===== config.mk =====
export PLATFORM = sky130hd
export DESIGN_NAME = mem_stage_flat
export DESIGN_NICKNAME = d
export VERILOG_FILES = /design/src/rtl/mem_stage_if.sv /design/src/rtl/mem_stage.sv /design/src/flat_wrapper.sv
export SDC_FILE = /design/constraint.sdc
export NUM_CORES = 1
export LEC_CHECK = 0
export CAP_MARGIN = 15
export CORE_MARGIN = 8
export CORE_UTILIZATION = 40
export DETAILED_ROUTE_END_ITERATION = 8
export PLACE_DENSITY_LB_ADDON = 0.08
export RECOVER_POWER = 25
export SLEW_MARGIN = 30
export SYNTH_ARGS = -nofsm -noshare
export SYNTH_HDL_FRONTEND = slang
export SYNTH_SLANG_ARGS = --single-unit

===== constraint.sdc =====
create_clock -name clk -period 4.5 [get_ports clk]
set_clock_uncertainty 0.2 [all_clocks]
set_input_delay 0.45 -clock clk [delete_from_list [all_inputs] [get_ports clk]]
set_output_delay 0.45 -clock clk [all_outputs]
set_load 0.01 [all_outputs]

===== src/rtl/mem_stage_if.sv =====
// es/ms/ws handshake and payload signals around the memory stage.
// slave is the memory stage's view; master is the surrounding pipeline's view.
interface mem_stage_if #(
  parameter int unsigned ES_BUS_WD = 73,
  parameter int unsigned WS_BUS_WD = 70,
  parameter int unsigned FWD_WD    = 39
);
  logic                 ms_allowin;
  logic                 es_to_ms_valid;
  logic [ES_BUS_WD-1:0] es_to_ms_bus;
  logic                 data_sram_data_ok;
  logic [31:0]          data_sram_rdata;
  logic                 ws_allowin;
  logic                 ms_to_ws_valid;
  logic [WS_BUS_WD-1:0] ms_to_ws_bus;
  logic [FWD_WD-1:0]    ms_to_ds_bus;

  modport slave (
    output ms_allowin,
    input  es_to_ms_valid,
    input  es_to_ms_bus,
    input  data_sram_data_ok,
    input  data_sram_rdata,
    input  ws_allowin,
    output ms_to_ws_valid,
    output ms_to_ws_bus,
    output ms_to_ds_bus
  );

  modport master (
    input  ms_allowin,
    output es_to_ms_valid,
    output es_to_ms_bus,
    output data_sram_data_ok,
    output data_sram_rdata,
    output ws_allowin,
    input  ms_to_ws_valid,
    input  ms_to_ws_bus,
    input  ms_to_ds_bus
  );
endinterface


===== src/rtl/mem_stage.sv =====
// MIPS pipeline memory stage: waits for the data-SRAM read response, buffers it
// across ws stalls, extracts/extends load data and drives ws and forwarding buses.
module mem_stage #(
  parameter int unsigned ES_BUS_WD = 73,
  parameter int unsigned WS_BUS_WD = 70,
  parameter int unsigned FWD_WD    = 39
) (
  input  logic        clk,
  input  logic        reset,
  mem_stage_if.slave  io
);

  localparam logic [2:0] LD_NONE = 3'd0;
  localparam logic [2:0] LD_LB   = 3'd1;
  localparam logic [2:0] LD_LBU  = 3'd2;
  localparam logic [2:0] LD_LH   = 3'd3;
  localparam logic [2:0] LD_LHU  = 3'd4;
  localparam logic [2:0] LD_LW   = 3'd5;

  logic                 ms_valid_q, ms_valid_d;
  logic [ES_BUS_WD-1:0] bus_q, bus_d;
  logic                 rbuf_valid_q, rbuf_valid_d;
  logic [31:0]          rbuf_q, rbuf_d;

  logic [31:0] pc;
  logic [2:0]  ld_type;
  logic        rf_we;
  logic [4:0]  rf_addr;
  logic [31:0] alu_result;
  logic [1:0]  a;

  logic        is_load;
  logic        ready_go;
  logic        allowin;
  logic        fire;
  logic        capture;
  logic [31:0] mem_word;
  logic [7:0]  byte_sel;
  logic [15:0] half_sel;
  logic [31:0] load_data;
  logic [31:0] rf_wdata;
  logic        fwd_valid;
  logic        fwd_blk;

  assign pc         = bus_q[72:41];
  assign ld_type    = bus_q[40:38];
  assign rf_we      = bus_q[37];
  assign rf_addr    = bus_q[36:32];
  assign alu_result = bus_q[31:0];
  assign a          = alu_result[1:0];

  // Handshake: a load is ready once its data is buffered or arriving this cycle.
  always_comb begin
    is_load  = (ld_type != LD_NONE) && (ld_type <= LD_LW);
    ready_go = !is_load || rbuf_valid_q || io.data_sram_data_ok;
    allowin  = !ms_valid_q || (ready_go && io.ws_allowin);
    fire     = ms_valid_q && ready_go && io.ws_allowin;
    capture  = io.data_sram_data_ok && ms_valid_q && is_load && !rbuf_valid_q && !fire;
  end

  // Next state; fire takes priority over a same-cycle capture.
  always_comb begin
    ms_valid_d   = ms_valid_q;
    bus_d        = bus_q;
    rbuf_valid_d = rbuf_valid_q;
    rbuf_d       = rbuf_q;
    if (allowin) begin
      ms_valid_d = io.es_to_ms_valid;
    end
    if (allowin && io.es_to_ms_valid) begin
      bus_d = io.es_to_ms_bus;
    end
    if (fire) begin
      rbuf_valid_d = 1'b0;
    end else if (capture) begin
      rbuf_valid_d = 1'b1;
      rbuf_d       = io.data_sram_rdata;
    end
  end

  always_ff @(posedge clk or posedge reset) begin
    if (reset) begin
      ms_valid_q   <= 1'b0;
      bus_q        <= '0;
      rbuf_valid_q <= 1'b0;
      rbuf_q       <= '0;
    end else begin
      ms_valid_q   <= ms_valid_d;
      bus_q        <= bus_d;
      rbuf_valid_q <= rbuf_valid_d;
      rbuf_q       <= rbuf_d;
    end
  end

  // Byte/halfword extraction with the live SRAM word bypassed when nothing is buffered.
  always_comb begin
    mem_word = rbuf_valid_q ? rbuf_q : io.data_sram_rdata;
    case (a)
      2'd0:    byte_sel = mem_word[7:0];
      2'd1:    byte_sel = mem_word[15:8];
      2'd2:    byte_sel = mem_word[23:16];
      default: byte_sel = mem_word[31:24];
    endcase
    half_sel = a[1] ? mem_word[31:16] : mem_word[15:0];
    case (ld_type)
      LD_LB:   load_data = {{24{byte_sel[7]}}, byte_sel};
      LD_LBU:  load_data = {24'd0, byte_sel};
      LD_LH:   load_data = {{16{half_sel[15]}}, half_sel};
      LD_LHU:  load_data = {16'd0, half_sel};
      LD_LW:   load_data = mem_word;
      default: load_data = alu_result;
    endcase
    rf_wdata  = is_load ? load_data : alu_result;
    fwd_valid = ms_valid_q && rf_we && (rf_addr != 5'd0);
    fwd_blk   = ms_valid_q && is_load && !ready_go;
  end

  assign io.ms_allowin     = allowin;
  assign io.ms_to_ws_valid = ms_valid_q && ready_go;
  assign io.ms_to_ws_bus   = WS_BUS_WD'({pc, rf_we, rf_addr, rf_wdata});
  assign io.ms_to_ds_bus   = FWD_WD'({fwd_valid, fwd_blk, rf_addr, rf_wdata});

endmodule


===== src/flat_wrapper.sv =====
// flat-port wrapper written by rule: the top's interface ports become plain ports
module mem_stage_flat 
#(
  parameter int unsigned ES_BUS_WD = 73,
  parameter int unsigned WS_BUS_WD = 70,
  parameter int unsigned FWD_WD    = 39
)
  (clk, reset, io_ms_allowin, io_es_to_ms_valid, io_es_to_ms_bus, io_data_sram_data_ok, io_data_sram_rdata, io_ws_allowin, io_ms_to_ws_valid, io_ms_to_ws_bus, io_ms_to_ds_bus);
  mem_stage_if #(.ES_BUS_WD(ES_BUS_WD), .WS_BUS_WD(WS_BUS_WD), .FWD_WD(FWD_WD)) io_i ();
  input  logic clk;
  input  logic reset;
  output wire logic [$bits(io_i.ms_allowin)-1:0] io_ms_allowin;
  input wire logic [$bits(io_i.es_to_ms_valid)-1:0] io_es_to_ms_valid;
  input wire logic [$bits(io_i.es_to_ms_bus)-1:0] io_es_to_ms_bus;
  input wire logic [$bits(io_i.data_sram_data_ok)-1:0] io_data_sram_data_ok;
  input wire logic [$bits(io_i.data_sram_rdata)-1:0] io_data_sram_rdata;
  input wire logic [$bits(io_i.ws_allowin)-1:0] io_ws_allowin;
  output wire logic [$bits(io_i.ms_to_ws_valid)-1:0] io_ms_to_ws_valid;
  output wire logic [$bits(io_i.ms_to_ws_bus)-1:0] io_ms_to_ws_bus;
  output wire logic [$bits(io_i.ms_to_ds_bus)-1:0] io_ms_to_ds_bus;
  assign io_ms_allowin = io_i.ms_allowin;
  assign io_i.es_to_ms_valid = io_es_to_ms_valid;
  assign io_i.es_to_ms_bus = io_es_to_ms_bus;
  assign io_i.data_sram_data_ok = io_data_sram_data_ok;
  assign io_i.data_sram_rdata = io_data_sram_rdata;
  assign io_i.ws_allowin = io_ws_allowin;
  assign io_ms_to_ws_valid = io_i.ms_to_ws_valid;
  assign io_ms_to_ws_bus = io_i.ms_to_ws_bus;
  assign io_ms_to_ds_bus = io_i.ms_to_ds_bus;
  mem_stage #(.ES_BUS_WD(ES_BUS_WD), .WS_BUS_WD(WS_BUS_WD), .FWD_WD(FWD_WD)) u_core (.clk(clk), .reset(reset), .io(io_i));
endmodule

## Yosys cells after proc, flatten, opt, wreduce, memory -nomap -nowiden

Cells that the tools add are included.

- Register bits: 107
- Word-level logic and storage cells: 46

- Order comparisons: 1
- Bitwise operators: 1
- Equal/unequal tests: 7
- Reduce and logical (&&, ||, !) cells: 26
- Mux-type cells: 7

Operators by type and width:

| cell | count |
|---|---|
| $pmux W32 S5 | 1 |
| $mux W32 | 2 |
| $pmux W8 S3 | 1 |
| $mux W16 | 1 |
| $logic_and A1 B1 Y1 | 13 |
| $eq A3 B2 Y1 const B | 2 |
| $eq A3 B3 Y1 const B | 2 |
| $logic_not A1 Y1 | 5 |
| $reduce_bool A5 Y1 | 1 |
| $eq A3 B1 Y1 const B | 1 |
| $le A3 B3 Y1 const B | 1 |
| $logic_or A1 B1 Y1 | 3 |
| $reduce_bool A3 Y1 | 1 |
| $eq A2 B1 Y1 const B | 1 |
| $eq A2 B2 Y1 const B | 1 |
| $logic_not A2 Y1 | 1 |
| $mux W1 | 2 |
| $reduce_and A2 Y1 | 1 |
| $reduce_bool A2 Y1 | 1 |
| $not A1 Y1 | 1 |

## Logic depth before layout (Yosys ltp)

Gate-level depths: netlist of run 1.

- Word-level depth: 11
- Gate-level depth with buffers: 8

## Worst setup path before layout of run 1

No wires, ideal clock.

- Path type: flip-flop to output port
- Start: register u_core.rbuf_valid_q
- End: output port io_ms_to_ws_bus[1]
- Arrival time: 1.941 ns
- Slack: 1.909 ns
- Cell stages (with the launch flop): 8
- Required time: 3.850 ns
- Cell sequence: dfrtp_1 buf_6 buf_2 mux2_1 mux4_2 nand2b_1 a31oi_1 buf_4

- Word-level cells in the longest chain between the ends: 4
- Elaborated cells between the ends (all ways): 5
- Those cells by class: mux (5)

Ends and longest elaborated chain:

| what | line | source |
|---|---|---|
| from (decl) | mem_stage.sv:22 | `logic rbuf_valid_q, rbuf_valid_d;` |
| from (signal assigned) | mem_stage.sv:90 | `rbuf_valid_q <= rbuf_valid_d;` |
| $mux W32 (*) | mem_stage.sv:97 | `mem_word = rbuf_valid_q ? rbuf_q : io.data_sram_rdata;` |
| $pmux W8 S3 or $mux W16 (tied branches) | mem_stage.sv:98, mem_stage.sv:104 |  |
| $pmux W32 S5 (*) | mem_stage.sv:105 | `case (ld_type)` |
| $mux W32 (*) | mem_stage.sv:113 | `rf_wdata = is_load ? load_data : alu_result;` |
| to (decl) | flat_wrapper.sv:19 | `output wire logic [$bits(io_i.ms_to_ws_bus)-1:0] io_ms_to_ws_bus;` |

Mark *: on every way between the ends. The rest lies on a longest branch, timed or not.

## Worst setup path after layout of run 1

- Start: register u_core.bus_q[39]
- End: output port io_ms_to_ds_bus[3]

- Word-level cells in the longest chain between the ends: 3
- Elaborated cells between the ends (all ways): 10
- Those cells by class: order compare (1); eq/ne (5); mux (2); reduce/logical (2)

Ends and longest elaborated chain:

| what | line | source |
|---|---|---|
| from (decl) | mem_stage.sv:21 | `logic [ES_BUS_WD-1:0] bus_q, bus_d;` |
| from (signal assigned) | mem_stage.sv:89 | `bus_q <= bus_d;` |
| $eq A3 B3 Y1 (tied with other cells) | mem_stage.sv:105 |  |
| $pmux W32 S5 or $logic_and A1 B1 Y1 (tied branches) | mem_stage.sv:105, mem_stage.sv:54 |  |
| $mux W32 (*) | mem_stage.sv:113 |  |
| to (decl) | flat_wrapper.sv:20 | `output wire logic [$bits(io_i.ms_to_ds_bus)-1:0] io_ms_to_ds_bus;` |

Marked as above.

==> run metrics, run 1 <==
Max Clk Rate 0.2644 GHz; Max Slew Vio Count 0; clock sink count approximately 110; die area 20,100 µm²; final hold vios 0; initial DRC count approximately 240; yosys warns 0; largest net degree at the start of global routing 81; Top delay family on crit path buffers and inverters; starting density of the core 40.42%; Critical Path AT approximately 3.1 ns; drt total wl 17,210 µm; Max rail drop VDD 0.0003062 V; CORE AREA 15,660 µm²; Clk pwr share 15.5%; total global-route track usage around 17%; status complete, no violations; switch share 34.47%; layout cells sized above 1 19.52%; clock tree buffer depth 2; worst setup path class flip-flop to output pin; Area Growth Syn to Fin 32.43%; setup TNS 0 ns; Root Buffer clkbuf_16; Int Pwr between 0.003 and 0.004 W; Gate Count Post-Synth 483; Mapped Area 6327 µm²; reg2reg setup slack between 1.5 and 2 ns; post-synthesis sequential area ratio 42.32%; pwr dens 617.3 nW/µm²; Avg Cell Area, Syn 13.10 µm²; Max Fanout on Critical Path 30; die width 141.8 µm; Net Switching 0.001783 W; Antenna Nets Post-Route 0; Setup crit start kind flip-flop; syn nets 594; hold endpoint u_core.rbuf_q[18]; Final Cycle Share 84.04%; Lkg Pwr 3.449 nW; vias in the first global route 4,774; number of synthesized flops with an enable pin 0; FF-to-FF Start u_core.bus_q[39]; DRC errors left 0; Final min period 3.782 ns; Worst Setup End Kind output pin; H-tree Lvls 3; CTS buffer count 9; Max Cap Violations 0; diode count 0; CP required 3.85 ns; grt total ovfl 0; relative slew slack roughly half; Slowest-stage cell, CP clkdlybuf4s50_1; Logic pwr share 55.3%; Cell Chain, Critical Path ha_1 -> o21ai_0 -> a21oi_4 -> buf_4 -> nor2_1 -> a31oi_1 -> clkdlybuf4s50_1; #FFs+latches synth approximately 110; Worst path max stage delay 0.59 ns; initial antenna violation count 0; setup violators final 0; ys flop type dfrtp_1; Die H about 140 µm; vias post-DR 4,204; Hold Startpoint u_core.rbuf_q[18]; HP Class flip-flop to flip-flop; Vias/cell 5.029; hpwl dp 12,890 µm; Unique masters post-synth 44; PortBufs 220; RSZ-0062 raised after global routing false; Flop pwr share 29.2%; Clock Latency Late Sink roughly 0.34 ns; # rows 46; worst-margin pin slew roughly 0.77 ns; post-layout util 53.52%; Post-CTS Setup Inserts 0; # IOs 221; # fillers around 1,300; Placer Congestion 0.7777; asr flop ratio synth 100.0%; reg2reg end u_core.bus_q[3]; Pre-antenna DRT Iters 4; PnR Total Power between 0.005 and 0.006 W; # hold bufs at CTS 0; first-pass GRT wire length 27,230 µm; PostCTS Resize Cnt 0; drt wl/cell slightly above 20 µm; nets 727; Worst Reg-to-Reg Cells 5; Worst-path clk slew approximately 0.07 ns; hold depth 1; TritonCTS clock tree built; Crit path buffers/inverters 2
stage by stage:
step	std cells	hold slack, ns	setup slack [ns]	cell area (µm²)
floorplan	483	0.2585	1.033	6327
global placement	821	0.2661	1.086	8087
detailed placement	821	0.2769	1.034	8089
CTS	836	0.2934	0.6846	8383
global route	836	0.3107	0.4798	8379
finish	836	0.2901	0.7182	8379
flip-flops by register name (all words and copies together), names as in the netlist:
| register | cells |
|---|---|
| u_core.ms_valid_q | 1 |
| u_core.bus_q | 73 |
| u_core.rbuf_valid_q | 1 |
| u_core.rbuf_q | 32 |
area by class of cell:
| class | count | area, µm² | share of cell area (%) |
|---|---|---|---|
| Sequential cell | 107 | 2679 | 31.97 |
| Inverter | 1 | 8.758 | 0.1045 |
| Clock buffer | 11 | 242.7 | 2.897 |
| Multi-Input combinational cell | 269 | 2869 | 34.24 |
| Timing Repair Buffer | 228 | 2258 | 26.95 |
| Clock inverter | 4 | 51.30 | 0.6122 |
| Tap cell | 216 | 270.3 | 3.225 |
per-layer routing:
metal  share of wire [%]  up-vias  track usage [%]
met2                  52      124            30.35
met4                 1.9        0            6.218
met1                  40     2141            20.20
met5                   0        -                0
li1                    -     1919                -
met3                 6.2       20            4.973
Yosys cell counts, types with 2 or more instances:
master	instances	share of area, %
a21oi_1	11	0.87
a22oi_1	14	1.7
a31oi_1	9	0.89
buf_2	9	0.71
buf_4	79	9.4
buf_6	11	2.0
clkbuf_1	6	0.36
dfrtp_1	107	42
mux2_1	50	8.9
mux2_2	13	2.3
mux2_4	70	17
mux2i_1	5	0.79
mux4_2	8	2.8
nand2_1	2	0.12
nand2b_1	8	0.79
nor2_1	19	1.1
nor2b_1	15	1.5
o21a_1	3	0.36
o21ai_0	3	0.24
o22a_1	17	2.4
logic make-up (layout without fill, tap and decap cells):
kind of cell               after synthesis  count (layout)  share of synthesized area [%]
muxes                                  147             147                          31.82
DFF                                    107             107                          42.32
buffers and inverters                  107             244                          12.52
AOI/OAI and AO/OA                       65              65                          8.088
and+or+nand+nor                         55              55                          4.924
adders and majority gates                1               1                         0.1977
xor gates and xnor gates                 1               1                         0.1384
placed cells by master (no fill, tap or decap), drive strengths merged, types with 2 or more instances in the layout:
cell             n
mux2i            6
a21oi           12
nand2b           8
nand2            2
o21ai            3
clkdlybuf4s50  219
clkinv           2
mux4             8
clkbuf          12
nor2            19
nor2b           15
a31oi            9
or3b             2
a21boi           2
a22oi           14
buf              7
dfrtp          107
o22a            17
mux2           133
o21a             3
power groups by stage:
stage	clock, W	sequential, W	combinational (W)
2_1_floorplan	0	0.00142	0.00196
4_1_cts	0.000827	0.00151	0.00291
5_1_grt	0.000877	0.00156	0.00305
3_5_place_dp	0	0.00153	0.00290
6_report	0.000801	0.00151	0.00286
3_3_place_gp	0	0.00151	0.00287
how the worst max path moves through the flow:
stage                                 from                 end  slack [ns]  cells after the start
CTS                       u_core.bus_q[39]  io_ms_to_ds_bus[3]        0.68                      7
global placement    io_data_sram_rdata[31]  io_ms_to_ws_bus[9]        1.09                      6
global route              u_core.bus_q[39]  io_ms_to_ds_bus[3]        0.48                      7
floorplan                            reset     u_core.bus_q[0]        1.03                      1
detailed placement   io_data_sram_rdata[7]  io_ms_to_ws_bus[8]        1.03                      6
finish                    u_core.bus_q[39]  io_ms_to_ds_bus[3]        0.72                      7
Power figures use the tool's default switching activity.
==> inputs of run 2 (changes only) <==
==> constraint.sdc (replaced) <==
create_clock -name clk -period 3.77 [get_ports clk]
set_clock_uncertainty 0.2 [all_clocks]
set_input_delay 0.377 -clock clk [delete_from_list [all_inputs] [get_ports clk]]
set_output_delay 0.377 -clock clk [all_outputs]
set_load 0.01 [all_outputs]
==> run 2 against run 1 <==
  * The flow now finishes with violations (max-capacitance violations, max-slew violations)
  * Utilization up 0.13 points
  * Wire length decreased by 0.77%
  * Clock power rose by 16%
  * Combinational power rose by 21%
  * Setup slack got worse by 0.55 ns
  * Clock-buffer cell count did not move
  * Cell count unchanged
  * Critical path type unchanged
==> run metrics, run 2 (synthesis gave the netlist of run 1 again) <==
Worst-path clk slew 0.07 ns (about the same); setup violators final 0 (unchanged); # hold bufs at CTS 0 (unchanged); CORE AREA 15,660 µm² (unchanged); Crit path buffers/inverters 2 (unchanged); # IOs 221 (unchanged); final hold vios 0 (unchanged); HP Class flip-flop to flip-flop (unchanged); drt total wl 17,070 µm (was 17,210 µm); biggest regs u_core.bus_q: 73 flops, u_core.rbuf_q: 32 flops (unchanged); Vias/cell 4.920 (was 5.029); PostCTS Resize Cnt 0 (unchanged); vias in the first global route 4,683 (was 4,774); Lkg Pwr 3.467 nW (was 3.449 nW); Top delay family on crit path buffers and inverters (unchanged); worst-margin pin slew 2.102 ns (was 0.7672 ns); Cell Chain, Critical Path ha_1 -> o21ai_0 -> a21oi_4 -> buf_4 -> nor2_1 -> a31oi_1 -> clkdlybuf4s50_1 (unchanged); max reg flops 73 (unchanged); Clock Latency Late Sink 0.34 ns (about the same); largest net degree at the start of global routing 55 (was 81); layout cells sized above 1 19.52% (unchanged); worst setup path class flip-flop to output pin (unchanged); Slowest-stage cell, CP clkdlybuf4s50_1 (unchanged); PortBufs 220 (unchanged); setup TNS 0 ns (unchanged); status finished with violations (was complete, no violations); Max Clk Rate 0.2777 GHz; failing checks max-capacitance violations, max-slew violations; clock sink count 107 (unchanged); Post-CTS Setup Inserts 0 (unchanged); most frequent cells in the layout clkdlybuf4s50_1, dfrtp_1, mux2_4 (unchanged); CTS buffer count 9 (unchanged); diode count 0 (unchanged); die width 141.8 µm (unchanged); Reg with most FFs u_core.bus_q (unchanged); # rows 46 (unchanged); # fillers 1,371 (was 1,346); DRC errors left 0 (unchanged); Area Growth Syn to Fin 32.75% (was 32.43%); Setup crit start kind flip-flop (unchanged); grt total ovfl 0 (unchanged); Max Cap Violations 1 (was 0); DP Area 8119 µm² (was 8089 µm²); Final min period around 3.6 ns; first-pass GRT wire length 26,980 µm (was 27,230 µm); Final Cell Area 8399 µm² (was 8379 µm²); Max rail drop VDD 0.0003240 V (was 0.0003062 V); RSZ-0062 raised after global routing false (unchanged); Max Slew Vio Count 54 (was 0); die area 20,100 µm² (unchanged); total global-route track usage 17.31% (was 17.49%); most common library cell in the layout ignoring fill and taps clkdlybuf4s50_1 (unchanged); Final Cycle Share a little over nine tenths; Critical Path AT 3.02 ns (was 3.13 ns); Worst Setup End Kind output pin (unchanged); drt wl/cell 20.42 µm (was 20.58 µm); Placer Congestion 0.7594 (was 0.7777); pwr dens 736.2 nW/µm² (was 617.3 nW/µm²); initial antenna violation count 0 (unchanged); relative slew slack -40.27% (was 48.86%); H-tree Lvls 3 (unchanged); Root Buffer clkbuf_16 (unchanged); Die H 141.8 µm (unchanged); hpwl dp 12,870 µm (was 12,890 µm); nets 728 (was 727); Max Fanout on Critical Path 16 (was 30); starting density of the core 40.42% (unchanged); area of the multi-input gates 2869 µm² (unchanged); Worst path max stage delay 0.60 ns (was 0.59 ns); Pre-antenna DRT Iters 4 (unchanged); vias post-DR 4,113 (was 4,204); clock tree buffer depth 2 (unchanged); Antenna Nets Post-Route 0 (unchanged); TritonCTS clock tree built (unchanged); CP required 3.19 ns (was 3.85 ns); initial DRC count 159 (was 237); Storage cell area 2679 µm² (unchanged)
[run 2: cell count changes in the layout (fill, tap and decap cells not counted), sizes merged]
cell,change
clkinvlp,-1
clkbuf,-1
buf,+2
[run 2: area by class of cell]
type	instances	area share (%)
multi-input combinational	269	34.16
sequential	107	31.89
timing repair buffer	229	27.32
tap	216	3.218
clock buffer	11	2.890
clock inverter	3	0.4767
inverter	1	0.04469
[run 2: worst reg2reg max path, cell delays in order, from the launching register on]
cell	delay [ns]
dfrtp_1	0.54
ha_1	0.37
o41ai_4	0.14
a21boi_4	0.17
buf_4	0.67
mux2_1	0.41
[run 2: path summary, 6_finish.rpt]
path                                   startpoint            endpoint  slack [ns]  depth (start not counted)
worst max-delay path             u_core.bus_q[39]  io_ms_to_ws_bus[6]        0.17                          7
worst min register to register  u_core.rbuf_q[17]   u_core.rbuf_q[17]        0.29                          1
worst max register to register   u_core.bus_q[39]    u_core.bus_q[71]        1.16                          5
min in group asynchronous                   reset    u_core.bus_q[71]        0.98                          2
max in group asynchronous                   reset    u_core.bus_q[10]        1.19                          2
worst min-delay path            u_core.rbuf_q[17]   u_core.rbuf_q[17]        0.29                          1
[run 2: per-layer routing]
layer | vias up | global-route usage [%] | wire, µm
li1 | 1915 | - | -
met1 | 2077 | 20.26 | 7063
met2 | 111 | 30.17 | 8823
met3 | 10 | 5.141 | 1025
met4 | 0 | 4.748 | 160
met5 | - | 0 | 0
[run 2: power by group]
part	internal (W)	leakage (nW)	switching, W
Clock	0.000524	0.141	0.000408
Combinational	0.00201	2.07	0.00144
Sequential	0.00153	1.25	0.000271
Total	0.00406	3.47	0.00212
[run 2: per-stage QoR]
step	hold slack (ns)	setup WS (ns)	power (W)	util, %	cells
final	0.2858	0.1685	0.006183	53.65	836
after global routing	0.2987	0.003149	0.006547	53.65	836
after CTS	0.2930	0.1185	0.006279	53.67	836
after detailed placement	0.2777	0.4507	0.005318	51.86	822
after floorplan	0.2585	0.3758	0.004043	-	483
after global placement	0.2682	0.5039	0.005264	51.86	822
==> inputs of run 3 (changes only) <==
--- a/config.mk
+++ b/config.mk
@@ -11,7 +11,6 @@
 export DETAILED_ROUTE_END_ITERATION = 8
 export PLACE_DENSITY_LB_ADDON = 0.08
 export RECOVER_POWER = 25
-export SLEW_MARGIN = 30
 export SYNTH_ARGS = -nofsm -noshare
 export SYNTH_HDL_FRONTEND = slang
 export SYNTH_SLANG_ARGS = --single-unit
==> results of run 3 <==
Same layout as run 2: the final DEF is identical, and so are final timing and power.
